**config.mk**
```make
export PLATFORM = sky130hd
export DESIGN_NAME = bram_snap_ctrl_flat
export DESIGN_NICKNAME = d
export VERILOG_FILES = /design/src/rtl/bram_snap_ctrl_if.sv /design/src/rtl/bram_snap_ctrl.sv /design/src/flat_wrapper.sv
export SDC_FILE = /design/constraint.sdc
export NUM_CORES = 1
export LEC_CHECK = 0
export ABC_AREA = 1
export BUFFER_PORTS_ARGS = -buffer_cell sky130_fd_sc_hd__buf_2
export CAP_MARGIN = 20
export CORE_UTILIZATION = 57
export CTS_BUF_LIST = sky130_fd_sc_hd__clkbuf_8
export CTS_CLUSTER_SIZE = 10
export DETAILED_ROUTE_END_ITERATION = 16
export PLACE_DENSITY = 0.88
export SLEW_MARGIN = 15
export SYNTH_ARGS = -nofsm -noshare
export SYNTH_HDL_FRONTEND = slang
export SYNTH_SLANG_ARGS = --single-unit
```
**constraint.sdc**
```tcl
create_clock -name clk -period 4.9 [get_ports clk]
set_clock_uncertainty 0.2 [all_clocks]
set_input_delay 0.245 -clock clk [delete_from_list [all_inputs] [get_ports clk]]
set_output_delay 0.245 -clock clk [all_outputs]
set_load 0.005 [all_outputs]
```
**src/rtl/bram_snap_ctrl_if.sv**
```systemverilog
// rtl/bram_snap_ctrl_if.sv - control, sample and BRAM write-port bundle for bram_snap_ctrl
interface bram_snap_ctrl_if #(
    parameter int DATA_WIDTH = 32,
    parameter int ADDR_WIDTH = 10
);
    logic                  arm;
    logic                  trig;
    logic [DATA_WIDTH-1:0] din;
    logic                  din_valid;
    logic [ADDR_WIDTH:0]   len;
    logic                  bram_wr;
    logic [ADDR_WIDTH-1:0] bram_addr;
    logic [DATA_WIDTH-1:0] bram_data;
    logic                  busy;
    logic                  done;
    logic [ADDR_WIDTH:0]   cap_count;

    modport master (
        output arm, trig, din, din_valid, len,
        input  bram_wr, bram_addr, bram_data, busy, done, cap_count
    );

    modport slave (
        input  arm, trig, din, din_valid, len,
        output bram_wr, bram_addr, bram_data, busy, done, cap_count
    );
endinterface

```
**src/rtl/bram_snap_ctrl.sv**
```systemverilog
// rtl/bram_snap_ctrl.sv - trigger-driven snapshot writer for a dual-port BRAM write port (option: SNAP_VALID_GATE_EN)
module bram_snap_ctrl #(
    parameter int DATA_WIDTH = 32,
    parameter int ADDR_WIDTH = 10
) (
    input  logic         clk,
    input  logic         rst_n,
    bram_snap_ctrl_if.slave bus
);
    typedef enum logic [1:0] {
        S_IDLE    = 2'd0,
        S_ARMED   = 2'd1,
        S_CAPTURE = 2'd2,
        S_DONE    = 2'd3
    } state_t;

    localparam logic [ADDR_WIDTH:0] DEPTH = {1'b1, {ADDR_WIDTH{1'b0}}};

    state_t                state_q;
    logic [ADDR_WIDTH:0]   len_q;
    logic [ADDR_WIDTH:0]   cap_q;
    logic [ADDR_WIDTH:0]   len_d;
    logic                  wr_q;
    logic [ADDR_WIDTH-1:0] addr_q;
    logic [DATA_WIDTH-1:0] data_q;
    logic                  busy_q;
    logic                  done_q;
    logic                  sample_ok;

`ifdef SNAP_VALID_GATE_EN
    assign sample_ok = bus.din_valid;
`else
    // din_valid does not gate samples in this build
    assign sample_ok = bus.din_valid | 1'b1;
`endif

    always_comb begin
        len_d = bus.len;
        if (bus.len == '0 || bus.len > DEPTH) begin
            len_d = DEPTH;
        end
    end

    // cap_q counts accepted samples, so it is also the address of the next sample
    always_ff @(posedge clk or negedge rst_n) begin
        if (!rst_n) begin
            state_q <= S_IDLE;
            len_q   <= '0;
            cap_q   <= '0;
            wr_q    <= 1'b0;
            addr_q  <= '0;
            data_q  <= '0;
            busy_q  <= 1'b0;
            done_q  <= 1'b0;
        end else begin
            wr_q <= 1'b0;
            case (state_q)
                S_IDLE, S_DONE: begin
                    if (bus.arm) begin
                        len_q   <= len_d;
                        cap_q   <= '0;
                        done_q  <= 1'b0;
                        busy_q  <= 1'b1;
                        state_q <= S_ARMED;
                    end
                end
                S_ARMED: begin
                    if (bus.trig && sample_ok) begin
                        wr_q    <= 1'b1;
                        addr_q  <= '0;
                        data_q  <= bus.din;
                        cap_q   <= {{ADDR_WIDTH{1'b0}}, 1'b1};
                        state_q <= S_CAPTURE;
                    end
                end
                S_CAPTURE: begin
                    if (cap_q == len_q) begin
                        done_q  <= 1'b1;
                        busy_q  <= 1'b0;
                        state_q <= S_DONE;
                    end else if (sample_ok) begin
                        wr_q   <= 1'b1;
                        addr_q <= cap_q[ADDR_WIDTH-1:0];
                        data_q <= bus.din;
                        cap_q  <= cap_q + 1'b1;
                    end
                end
                default: state_q <= S_IDLE;
            endcase
        end
    end

    assign bus.bram_wr   = wr_q;
    assign bus.bram_addr = addr_q;
    assign bus.bram_data = data_q;
    assign bus.busy      = busy_q;
    assign bus.done      = done_q;
    assign bus.cap_count = cap_q;
endmodule
```
**src/flat_wrapper.sv**
```systemverilog
// flat-port wrapper written by rule: the top's interface ports become plain ports
module bram_snap_ctrl_flat 
#(
    parameter int DATA_WIDTH = 32,
    parameter int ADDR_WIDTH = 10
)
  (clk, rst_n, bus_arm, bus_trig, bus_din, bus_din_valid, bus_len, bus_bram_wr, bus_bram_addr, bus_bram_data, bus_busy, bus_done, bus_cap_count);
  bram_snap_ctrl_if #(.DATA_WIDTH(DATA_WIDTH), .ADDR_WIDTH(ADDR_WIDTH)) bus_i ();
  input  logic clk;
  input  logic rst_n;
  input wire logic [$bits(bus_i.arm)-1:0] bus_arm;
  input wire logic [$bits(bus_i.trig)-1:0] bus_trig;
  input wire logic [$bits(bus_i.din)-1:0] bus_din;
  input wire logic [$bits(bus_i.din_valid)-1:0] bus_din_valid;
  input wire logic [$bits(bus_i.len)-1:0] bus_len;
  output wire logic [$bits(bus_i.bram_wr)-1:0] bus_bram_wr;
  output wire logic [$bits(bus_i.bram_addr)-1:0] bus_bram_addr;
  output wire logic [$bits(bus_i.bram_data)-1:0] bus_bram_data;
  output wire logic [$bits(bus_i.busy)-1:0] bus_busy;
  output wire logic [$bits(bus_i.done)-1:0] bus_done;
  output wire logic [$bits(bus_i.cap_count)-1:0] bus_cap_count;
  assign bus_i.arm = bus_arm;
  assign bus_i.trig = bus_trig;
  assign bus_i.din = bus_din;
  assign bus_i.din_valid = bus_din_valid;
  assign bus_i.len = bus_len;
  assign bus_bram_wr = bus_i.bram_wr;
  assign bus_bram_addr = bus_i.bram_addr;
  assign bus_bram_data = bus_i.bram_data;
  assign bus_busy = bus_i.busy;
  assign bus_done = bus_i.done;
  assign bus_cap_count = bus_i.cap_count;
  bram_snap_ctrl #(.DATA_WIDTH(DATA_WIDTH), .ADDR_WIDTH(ADDR_WIDTH)) u_core (.clk(clk), .rst_n(rst_n), .bus(bus_i));
endmodule
```
# ---- Word-level counts from Yosys, hierarchy flattened
# Cells that the tools add are included.
dict set report op_classes {
  n_addsub 1
  n_reduce_logical 11
  mux 24
  eq_ne 8
  order_cmp 1
}
# cell count
set op_table {}
lappend op_table {{two-way mux 32 bit} 2}
lappend op_table {{case mux 32 bit (2 select lines)} 1}
lappend op_table {{two-way mux 11 bit} 4}
lappend op_table {{case mux 11 bit (3 select lines)} 1}
lappend op_table {{two-way mux 10 bit} 2}
lappend op_table {{case mux 10 bit (2 select lines)} 1}
lappend op_table {{AND reduction 3 bit} 4}
lappend op_table {{adder 11 x 1 -> 11 bit, second input constant} 1}
lappend op_table {{== test 11 bit} 1}
lappend op_table {{greater-than comparator 11 bit, second input constant} 1}
lappend op_table {{zero test 11 bit} 1}
lappend op_table {{two-way mux 1 bit} 6}
lappend op_table {{two-way mux 2 bit} 3}
lappend op_table {{!= test 2 bit, second input constant} 3}
lappend op_table {{case mux 1 bit (2 select lines)} 3}
lappend op_table {{case mux 2 bit (3 select lines)} 1}
lappend op_table {{== test 2 bit, second input constant} 2}
lappend op_table {{nonzero test 2 bit} 2}
lappend op_table {{== test 2 x 1 -> 1 bit, second input constant} 1}
lappend op_table {{zero test 2 bit} 1}
lappend op_table {{!= test 2 x 1 -> 1 bit, second input constant} 1}
lappend op_table {{AND reduction 2 bit} 1}
lappend op_table {{OR reduction 2 bit} 1}
lappend op_table {{logical OR 1 bit} 1}
dict set report word_totals {
  out_inout_bits 56
  word_cells 53
  reg_bits 69
  inputBits 48
}

# ---- Depth between registers and ports, before layout
# Gate-level depths: netlist (run 1).
dict set report logic_depth {
  depth_word 4
  depth_mapped 11
  mapped_depth_nobuf 10
}

# ---- Worst setup path before layout (run 1)
# Ideal clock, no wire load.
dict set report synth_timing {
  kind {flip-flop to flip-flop}
  from {reg u_core.state_q[0]}
  to {reg u_core.addr_q[2] (netlist: u_core.bus.bram_addr[2])}
  setup_ps 67
  synth_period_minus_slack_ps 1801
  n_path_buf 1
  arrival_ps 1534
  path_stages_with_launch 8
  slack_ps 3099
  t_required_ps 4633
  path_cell_list {dfrtp_1 inv_1 ha_1 inv_1 o21ai_1 clkbuf_1 nand4_1 nand2_1}
}
dict set report synth_between {
  elab_chain_cells 3
  elab_cells_between_ends 7
  classes_between {eq/ne: 4; mux: 1; reduce/logical: 2}
}
# element line_no
set synth_rtl {}
lappend synth_rtl {{from (decl)} bram_snap_ctrl.sv:19} ;# state_t state_q;
lappend synth_rtl {{from (signal assigned)} bram_snap_ctrl.sv:47} ;# state_q <= S_IDLE;
lappend synth_rtl {{from (signal assigned)} bram_snap_ctrl.sv:64} ;# state_q <= S_ARMED;
lappend synth_rtl {{from (signal assigned)} bram_snap_ctrl.sv:73} ;# state_q <= S_CAPTURE;
lappend synth_rtl {{== test 2 bit or == test 2 x 1 -> 1 bit (tied branches)} bram_snap_ctrl.sv:57} ;# case (state_q)
lappend synth_rtl {{!= test 2 bit (no source line) or nonzero test 2 bit (tied branches)} --}
lappend synth_rtl {{AND reduction 3 bit (no source line)} --}
lappend synth_rtl {{to (signal assigned)} bram_snap_ctrl.sv:83} ;# addr_q <= cap_q[ADDR_WIDTH-1:0];
lappend synth_rtl {{to (decl)} bram_snap_ctrl.sv:24} ;# logic [ADDR_WIDTH-1:0] addr_q;
# Several ways; a longest one is shown, not always the timed one.
# A chain may end at the register's enable or synchronous reset.

# ---- Worst setup path after layout (run 1)
dict set report layout_timing {
  from {reg u_core.state_q[0]}
  to {reg u_core.data_q[24] (netlist: u_core.bus.bram_data[24])}
}
dict set report layout_between {
  elab_chain_cells 3
  elab_cells_between_ends 7
  classes_between {eq/ne: 4; mux: 1; reduce/logical: 2}
}
# element line_no
set layout_rtl {}
lappend layout_rtl {{== test 2 bit or == test 2 x 1 -> 1 bit (tied branches)} bram_snap_ctrl.sv:57}
lappend layout_rtl {{!= test 2 bit (no source line) or nonzero test 2 bit (tied branches)} --}
lappend layout_rtl {{AND reduction 3 bit (no source line)} --}
lappend layout_rtl {{to (signal assigned)} bram_snap_ctrl.sv:71} ;# data_q <= bus.din;
lappend layout_rtl {{to (signal assigned)} bram_snap_ctrl.sv:84} ;# data_q <= bus.din;
lappend layout_rtl {{to (decl)} bram_snap_ctrl.sv:25} ;# logic [DATA_WIDTH-1:0] data_q;
# Several ways; a longest one is shown, not always the timed one.

==> impl_metrics.env, run 1 <==
export IMPL_path_clk_slew_ns=0.07
export IMPL_drive_gt1_share_pct=22.5
export IMPL_critical_path_max_fanout=42
export IMPL_netlist_area_um2=3340
export IMPL_worst_pin_slew_ns=0.821
export IMPL_rr_worst_depth=9
export IMPL_status="complete, no violations"
export IMPL_die_y_um=78.5
export IMPL_grt_pass1_wl_um=15500
export IMPL_synth_cells=424
export IMPL_drc=0
export IMPL_grt_usage_pct=33.4
export IMPL_arrival_ns=2.84
export IMPL_hpwl_um=5270
export IMPL_grt_pass1_vias=3328
export IMPL_vias=3555
export IMPL_wl_per_cell_um=15.6
export IMPL_nNetsFinal=612
export IMPL_critPathMaxStageDelay_ns=0.43
export IMPL_antenna_cells=0
export IMPL_ys_seq_area_share_pct=51.7
export IMPL_whs_path_depth=3
export IMPL_p_leak_nw=2.49
export IMPL_ys_ff_latch=69
export IMPL_synthDistinctLibCells=26
export IMPL_min_period_over_period_pct=57.5
export IMPL_start_util_pct=59.9
export IMPL_vias_per_cell=5.58
export IMPL_drt_antenna_violating_nets=0
export IMPL_synth_nets=475
export IMPL_crit_chain="inv_1 -> ha_1 -> buf_4 -> inv_1 -> o21ai_4 -> buf_4 -> nand2_4 -> nand2_1 -> nand2_1"
export IMPL_period_needed_ns=2.82
export IMPL_die_area_um2=6170
export IMPL_critPathKind="reg -> reg"
export IMPL_max_cap_violations=0
export IMPL_crit_path_top_delay_cell="o21ai_4"
export IMPL_pre_cts_ws_ns=2.24
export IMPL_startpoint_type="flip-flop"
export IMPL_setup_viol=0
export IMPL_final_hold_viol_count=0
export IMPL_syn2layout_area_growth_pct=33.8
export IMPL_cts_tree="yes"
export IMPL_rows=27
export IMPL_power_density_nw_per_um2=527
export IMPL_place_gp_congestion=0.822
export IMPL_relSlewSlack_pct=45.3
export IMPL_min_path_type="in -> reg"
export IMPL_wl_um=9930
export IMPL_end_kind="flip-flop"
export IMPL_drt_iter0_drc=267
export IMPL_clockRootBuffer="clkbuf_8"
export IMPL_tns_ns=0
export IMPL_core_area_um2=5570
export IMPL_finalMaxSlewViolations=0
export IMPL_clock_latency_ns=0.34
export IMPL_cts_resized=0
export IMPL_grt_max_degree=70
export IMPL_grt_remaining_overflow=0
export IMPL_htree_levels=3
export IMPL_io_buffers=102
export IMPL_rsz0062_at_grt="false"
export IMPL_synth_avg_cell_area_um2=7.88
export IMPL_yosys_warnings=0
export IMPL_io_pins=104
export IMPL_ir_worst_vdd_mv=0.291
export IMPL_numCtsBuffers=9
export IMPL_finalPower_mw=2.35
export IMPL_setup_slack_ns=2.08
export IMPL_fp_dieW_um=78.5
export IMPL_first_pass_iters=5
export IMPL_whs_ns=0.0228
export IMPL_clock_path_buffers=2
export IMPL_max_freq_mhz=355
export IMPL_clkSinkCount=69
export IMPL_crit_required_ns=4.92
export IMPL_antenna_found_initial=0
-- final timing paths --
path / startpoint / to / slack [ns]
setup / recovery: u_core.state_q[0] / u_core.bus.bram_data[24] / 2.08
hold reg to reg: u_core.bus.done / u_core.bus.done / 0.27
setup reg to reg: u_core.state_q[0] / u_core.bus.bram_data[24] / 2.08
hold / removal: bus_len[10] / u_core.len_q[4] / 0.02
max in group asynchronous: rst_n / u_core.len_q[4] / 3.50
min in group asynchronous: rst_n / u_core.bus.bram_data[0] / 0.45
-- cells in the mapped netlist (all sizes together) --
| library cell | instances | area share [%] |
|---|---|---|
| clkinv | 1 | 0.11 |
| o22ai | 9 | 1.7 |
| nor3 | 5 | 0.75 |
| ha | 3 | 1.1 |
| a21oi | 2 | 0.30 |
| buf | 17 | 3.2 |
| nand2 | 178 | 20 |
| xor2 | 3 | 0.79 |
| nor2 | 20 | 2.3 |
| o22a | 1 | 0.26 |
| o21ai | 5 | 0.75 |
| xnor2 | 5 | 1.3 |
| or2 | 1 | 0.19 |
| nand4 | 15 | 3.0 |
| dfrtp | 69 | 52 |
| inv | 27 | 3.0 |
| nand3 | 57 | 8.5 |
| clkbuf | 6 | 0.67 |
-- where the power goes --
group	internal, mW	switching [mW]
registers	0.769	0.134
clock network	0.221	0.205
logic	0.361	0.662
total	1.35	1.00
-- cells by family (layout without fill, tap and decap cells) --
| group | Yosys count | count (layout) | synth area share (%) |
|---|---|---|---|
| simple gates | 276 | 276 | 35.0 |
| flops | 69 | 69 | 51.7 |
| buf+inv | 51 | 192 | 7.04 |
| compound gates | 17 | 17 | 3.00 |
| xor+xnor | 8 | 8 | 2.10 |
| fa+ha+maj | 3 | 3 | 1.12 |
-- metal layers --
metal	vias up	wire (µm)	global-route usage (%)
met3	60	910	8.84
met2	242	4920	59.7
met1	1622	3680	36.7
met5	-	0	0
met4	0	428	15.6
li1	1631	-	-
-- metrics by stage --
stage          util (%)  std cells  instance area [µm²]
6_report           80.1        637                 4470
5_1_grt            80.1        637                 4470
4_1_cts            80.1        637                 4470
3_5_place_dp       69.1        579                 3850
3_3_place_gp       69.1        579                 3850
2_1_floorplan         -        424                 3340
-- critical path: cells and delay by family (launching register included) --
| kind | cells | cell delay (ns) |
|---|---|---|
| AOI/OAI and AO/OA | 1 | 0.43 |
| and+or+nand+nor | 3 | 0.62 |
| adders and majority gates | 1 | 0.14 |
| DFF | 1 | 0.40 |
| buffers and inverters | 4 | 0.89 |
-- sequential cells by signal, indices dropped and copies added, names as in the netlist --
register,flops
u_core.bus.bram_wr,1
u_core.bus.bram_data,32
u_core.len_q,11
u_core.bus.bram_addr,10
u_core.state_q,2
u_core.bus.cap_count,11
u_core.bus.done,1
u_core.bus.busy,1
-- final cells by class --
cell class / count / area (µm²)
repair buffers: 149 / 971
well taps: 72 / 90.1
clock inverters: 3 / 20.0
fillers: 334 / 1110
clock buffers: 12 / 165
multi-input cells: 304 / 1390
inverters: 28 / 105
flip-flops and latches: 69 / 1730
-- placed cells by master (no fill, tap or decap) --
cell type,count
clkbuf_8,12
a21oi_1,2
nand4_2,1
xor2_1,3
o22ai_1,9
o21ai_4,1
nor2_2,1
o21ai_0,4
ha_1,3
nand3_1,57
dfrtp_1,69
buf_4,4
nand2_1,177
dlygate4sd3_1,43
nand2_4,1
clkinvlp_4,2
xnor2_1,5
inv_1,26
o22a_1,1
or2_2,1
clkinv_1,1
clkinv_2,1
nor2_1,19
inv_2,1
nor3_1,5
nand4_1,14
buf_2,102
-- timing repair --
item,in CTS,in global routing
hold buffers,43,0
buffers inserted,0,0
setup endpoints to repair,0,0
hold endpoints to repair,111,0
No activity file was read; power rests on OpenSTA's default activity.
==> run 2, diff against run 1 <==
--- a/config.mk
+++ b/config.mk
@@ -5,14 +5,14 @@
 export SDC_FILE = /design/constraint.sdc
 export NUM_CORES = 1
 export LEC_CHECK = 0
-export ABC_AREA = 1
+export ABC_AREA = 0
 export BUFFER_PORTS_ARGS = -buffer_cell sky130_fd_sc_hd__buf_2
 export CAP_MARGIN = 20
-export CORE_UTILIZATION = 57
+export CORE_UTILIZATION = 48
 export CTS_BUF_LIST = sky130_fd_sc_hd__clkbuf_8
 export CTS_CLUSTER_SIZE = 10
 export DETAILED_ROUTE_END_ITERATION = 16
-export PLACE_DENSITY = 0.88
+export PLACE_DENSITY = 0.79
 export SLEW_MARGIN = 15
 export SYNTH_ARGS = -nofsm -noshare
 export SYNTH_HDL_FRONTEND = slang
==> constraint.sdc (replaced) <==
create_clock -name clk -period 2.4 [get_ports clk]
set_clock_uncertainty 0.2 [all_clocks]
set_input_delay 0.12 -clock clk [delete_from_list [all_inputs] [get_ports clk]]
set_output_delay 0.12 -clock clk [all_outputs]
set_load 0.005 [all_outputs]
==> impl_metrics.env, run 2 <==
export IMPL_rsz0062_at_grt="false"
export IMPL_setup_viol=0
export IMPL_p_leak_nw=2.35
export IMPL_status="complete, no violations"
export IMPL_synth_top_family_by_area="multiplexers"
export IMPL_worst_pin_slew_ns=0.772
export IMPL_whs_ns=0.209
export IMPL_relSlewSlack_pct=48.5
export IMPL_synth_commonest_cells="dfrtp_1, nand2_1, mux2_4"
export IMPL_grt_max_degree=38
export IMPL_synth_xor_area_share_pct=3.12
export IMPL_first_pass_iters=4
export IMPL_arrival_ns=2.33
export IMPL_setup_slack_ns=0.0974
export IMPL_synth_edf_count=0
export IMPL_numCtsBuffers=9
export IMPL_cts_tree="yes"
export IMPL_startpoint_type="flip-flop"
export IMPL_fp_dieW_um=85.8
export IMPL_place_gp_congestion=0.897
export IMPL_synth_avg_cell_area_um2=11.5
export IMPL_end_kind="flip-flop"
export IMPL_start_util_pct=49.7
export IMPL_rr_worst_depth=6
export IMPL_synth_cells=294
export IMPL_rows=30
export IMPL_r2r_start="u_core.bus.cap_count[10]"
export IMPL_die_y_um=85.8
export IMPL_largest_register_ffs=32
export IMPL_clkSinkCount=69
export IMPL_max_cap_violations=0
export IMPL_critical_path_max_fanout=32
export IMPL_yosys_area_share_simple_pct=11.9
export IMPL_yosys_warnings=0
export IMPL_grt_pass1_wl_um=14900
export IMPL_pre_cts_ws_ns=-0.0391
export IMPL_period_needed_ns=2.30
export IMPL_synthDistinctLibCells=45
export IMPL_die_area_um2=7370
export IMPL_regToRegSetupSlack_ns=0.1
export IMPL_clock_latency_ns=0.34
export IMPL_htree_levels=3
export IMPL_clockRootBuffer="clkbuf_8"
export IMPL_antenna_cells=0
export IMPL_min_period_over_period_pct=95.9
export IMPL_wl_per_cell_um=16.4
export IMPL_r2r_end="u_core.bus.bram_data[29]"
export IMPL_final_hold_viol_count=0
export IMPL_ir_worst_vdd_mv=0.546
export IMPL_async_flop_share_pct=100
export IMPL_drc=0
export IMPL_power_density_nw_per_um2=1120
export IMPL_vias_per_cell=5.26
export IMPL_drt_iter0_drc=263
export IMPL_grt_usage_pct=27.0
export IMPL_synth_nets=345
export IMPL_synth_most_common_cell="dfrtp_1"
export IMPL_final_cell_mix="buf_2, dfrtp_1, dlygate4sd3_1"
export IMPL_crit_required_ns=2.42
export IMPL_critPathKind="reg -> reg"
export IMPL_min_path_type="in -> async"
export IMPL_synth_compound_area_share_pct=14.0
export IMPL_finalMaxSlewViolations=0
export IMPL_io_buffers=102
export IMPL_io_pins=104
export IMPL_hpwl_um=5640
export IMPL_nNetsFinal=512
export IMPL_yosys_top_cells_area="dfrtp_1, mux2_4, nand2_1, o21ai_0, xor2_1"
export IMPL_core_area_um2=6790
export IMPL_clock_path_buffers=2
export IMPL_synth_ff_type="dfrtp_1"
export IMPL_antenna_found_initial=0
export IMPL_muxShareOfSynthArea_pct=14.6
export IMPL_synth_area_leader_cell="dfrtp_1"
export IMPL_synth_fa_ha_area_share_pct=1.11
export IMPL_vias=2953
export IMPL_path_clk_slew_ns=0.07
export IMPL_netlist_area_um2=3370
export IMPL_cts_setup_buffers=0
export IMPL_grt_remaining_overflow=0
export IMPL_finalPower_mw=5.41
export IMPL_ys_ff_latch=69
export IMPL_drt_antenna_violating_nets=0
export IMPL_grt_pass1_vias=3005
export IMPL_wl_um=9230
export IMPL_drive_gt1_share_pct=37.2
export IMPL_ys_seq_area_share_pct=51.2
export IMPL_final_common_cell="buf_2"
export IMPL_syn2layout_area_growth_pct=43.5
export IMPL_yosys_area_top_type_share_pct=51.2
export IMPL_tns_ns=0
export IMPL_max_freq_mhz=434
run 2: cell types whose count changed after synthesis, moves of 5 or more:
cell      previous run  this run
inv_1               26         7
a31oi_1              0         6
mux2_4               0        30
nor2_1              19        10
xor2_1               3        11
o211ai_1             0        10
nand2b_1             0        11
a22oi_1              0        10
nand4_1             14         2
nand3_1             57         6
a21oi_1              2         7
o21ai_0              4        21
o22ai_1              9         0
nand2_1            177        33
run 2: power by group:
| group | total, mW | leakage (nW) | internal (mW) | switching (mW) |
|---|---|---|---|---|
| Combinational | 2.55 | 1.37 | 1.33 | 1.22 |
| Clock | 1.03 | 0.110 | 0.602 | 0.425 |
| Sequential | 1.83 | 0.868 | 1.58 | 0.251 |
run 2: critical path, stage by stage, from the launching register on:
cell and delay [ns]:
dfrtp_1 0.46, xor2_1 0.19, nor4_4 0.36, and3_1 0.31
a21oi_4 0.09, buf_12 0.22, mux2_4 0.32
run 2: layer usage:
metal  share of wire, %  GRT usage, %  vias to the layer above
met5                  0             0                        -
met4                1.1          11.2                        0
met3                6.4          5.77                       10
met2                 51          47.9                      113
met1                 41          31.8                     1437
li1                   -             -                     1393
run 2: through the flow:
step           utilization, %  area (µm²)  instances
6_report                 71.2        4840        561
5_1_grt                  71.2        4840        561
4_1_cts                  71.2        4840        561
3_5_place_dp             60.2        4090        493
3_3_place_gp             60.2        4090        493
2_1_floorplan               -        3370        294
run 2: worst max path at each step:
stage / from / end / cells past startpoint
after floorplan: u_core.bus.cap_count[3] / u_core.bus.bram_data[0] / 8
after global placement: u_core.state_q[0] / u_core.bus.bram_addr[0] / 6
final: u_core.bus.cap_count[10] / u_core.bus.bram_data[29] / 6
after detailed placement: u_core.state_q[0] / u_core.bus.bram_addr[4] / 6
after CTS: u_core.bus.cap_count[10] / u_core.bus.bram_data[6] / 6
after global routing: u_core.bus.cap_count[10] / u_core.bus.bram_data[2] / 6
run 2: cell type report:
cell class / count / area, µm²
fillers: 483 / 1950
flip-flops and latches: 69 / 1730
multi-input cells: 198 / 1520
repair buffers: 176 / 1240
clock buffers: 10 / 138
well taps: 96 / 120
clock inverters: 5 / 76.3
inverters: 7 / 26.3
run 2: what timing repair did:
| action | 4_1_cts | 5_1_grt |
|---|---|---|
| endpoints found under the setup margin | 10 | 0 |
| hold buffers | 53 | 0 |
| endpoints found under the hold margin | 77 | 0 |
| resized for setup | 1 | 0 |
run 2: kinds of logic after synthesis:
logic type               after synthesis
AO/OA/AOI/OAI                         70
XOR/XNOR                              12
adder cells (fa/ha/maj)                3
buffers and inverters                 27
flip-flops                            69
multiplexers                          34
AND/OR/NAND/NOR                       79
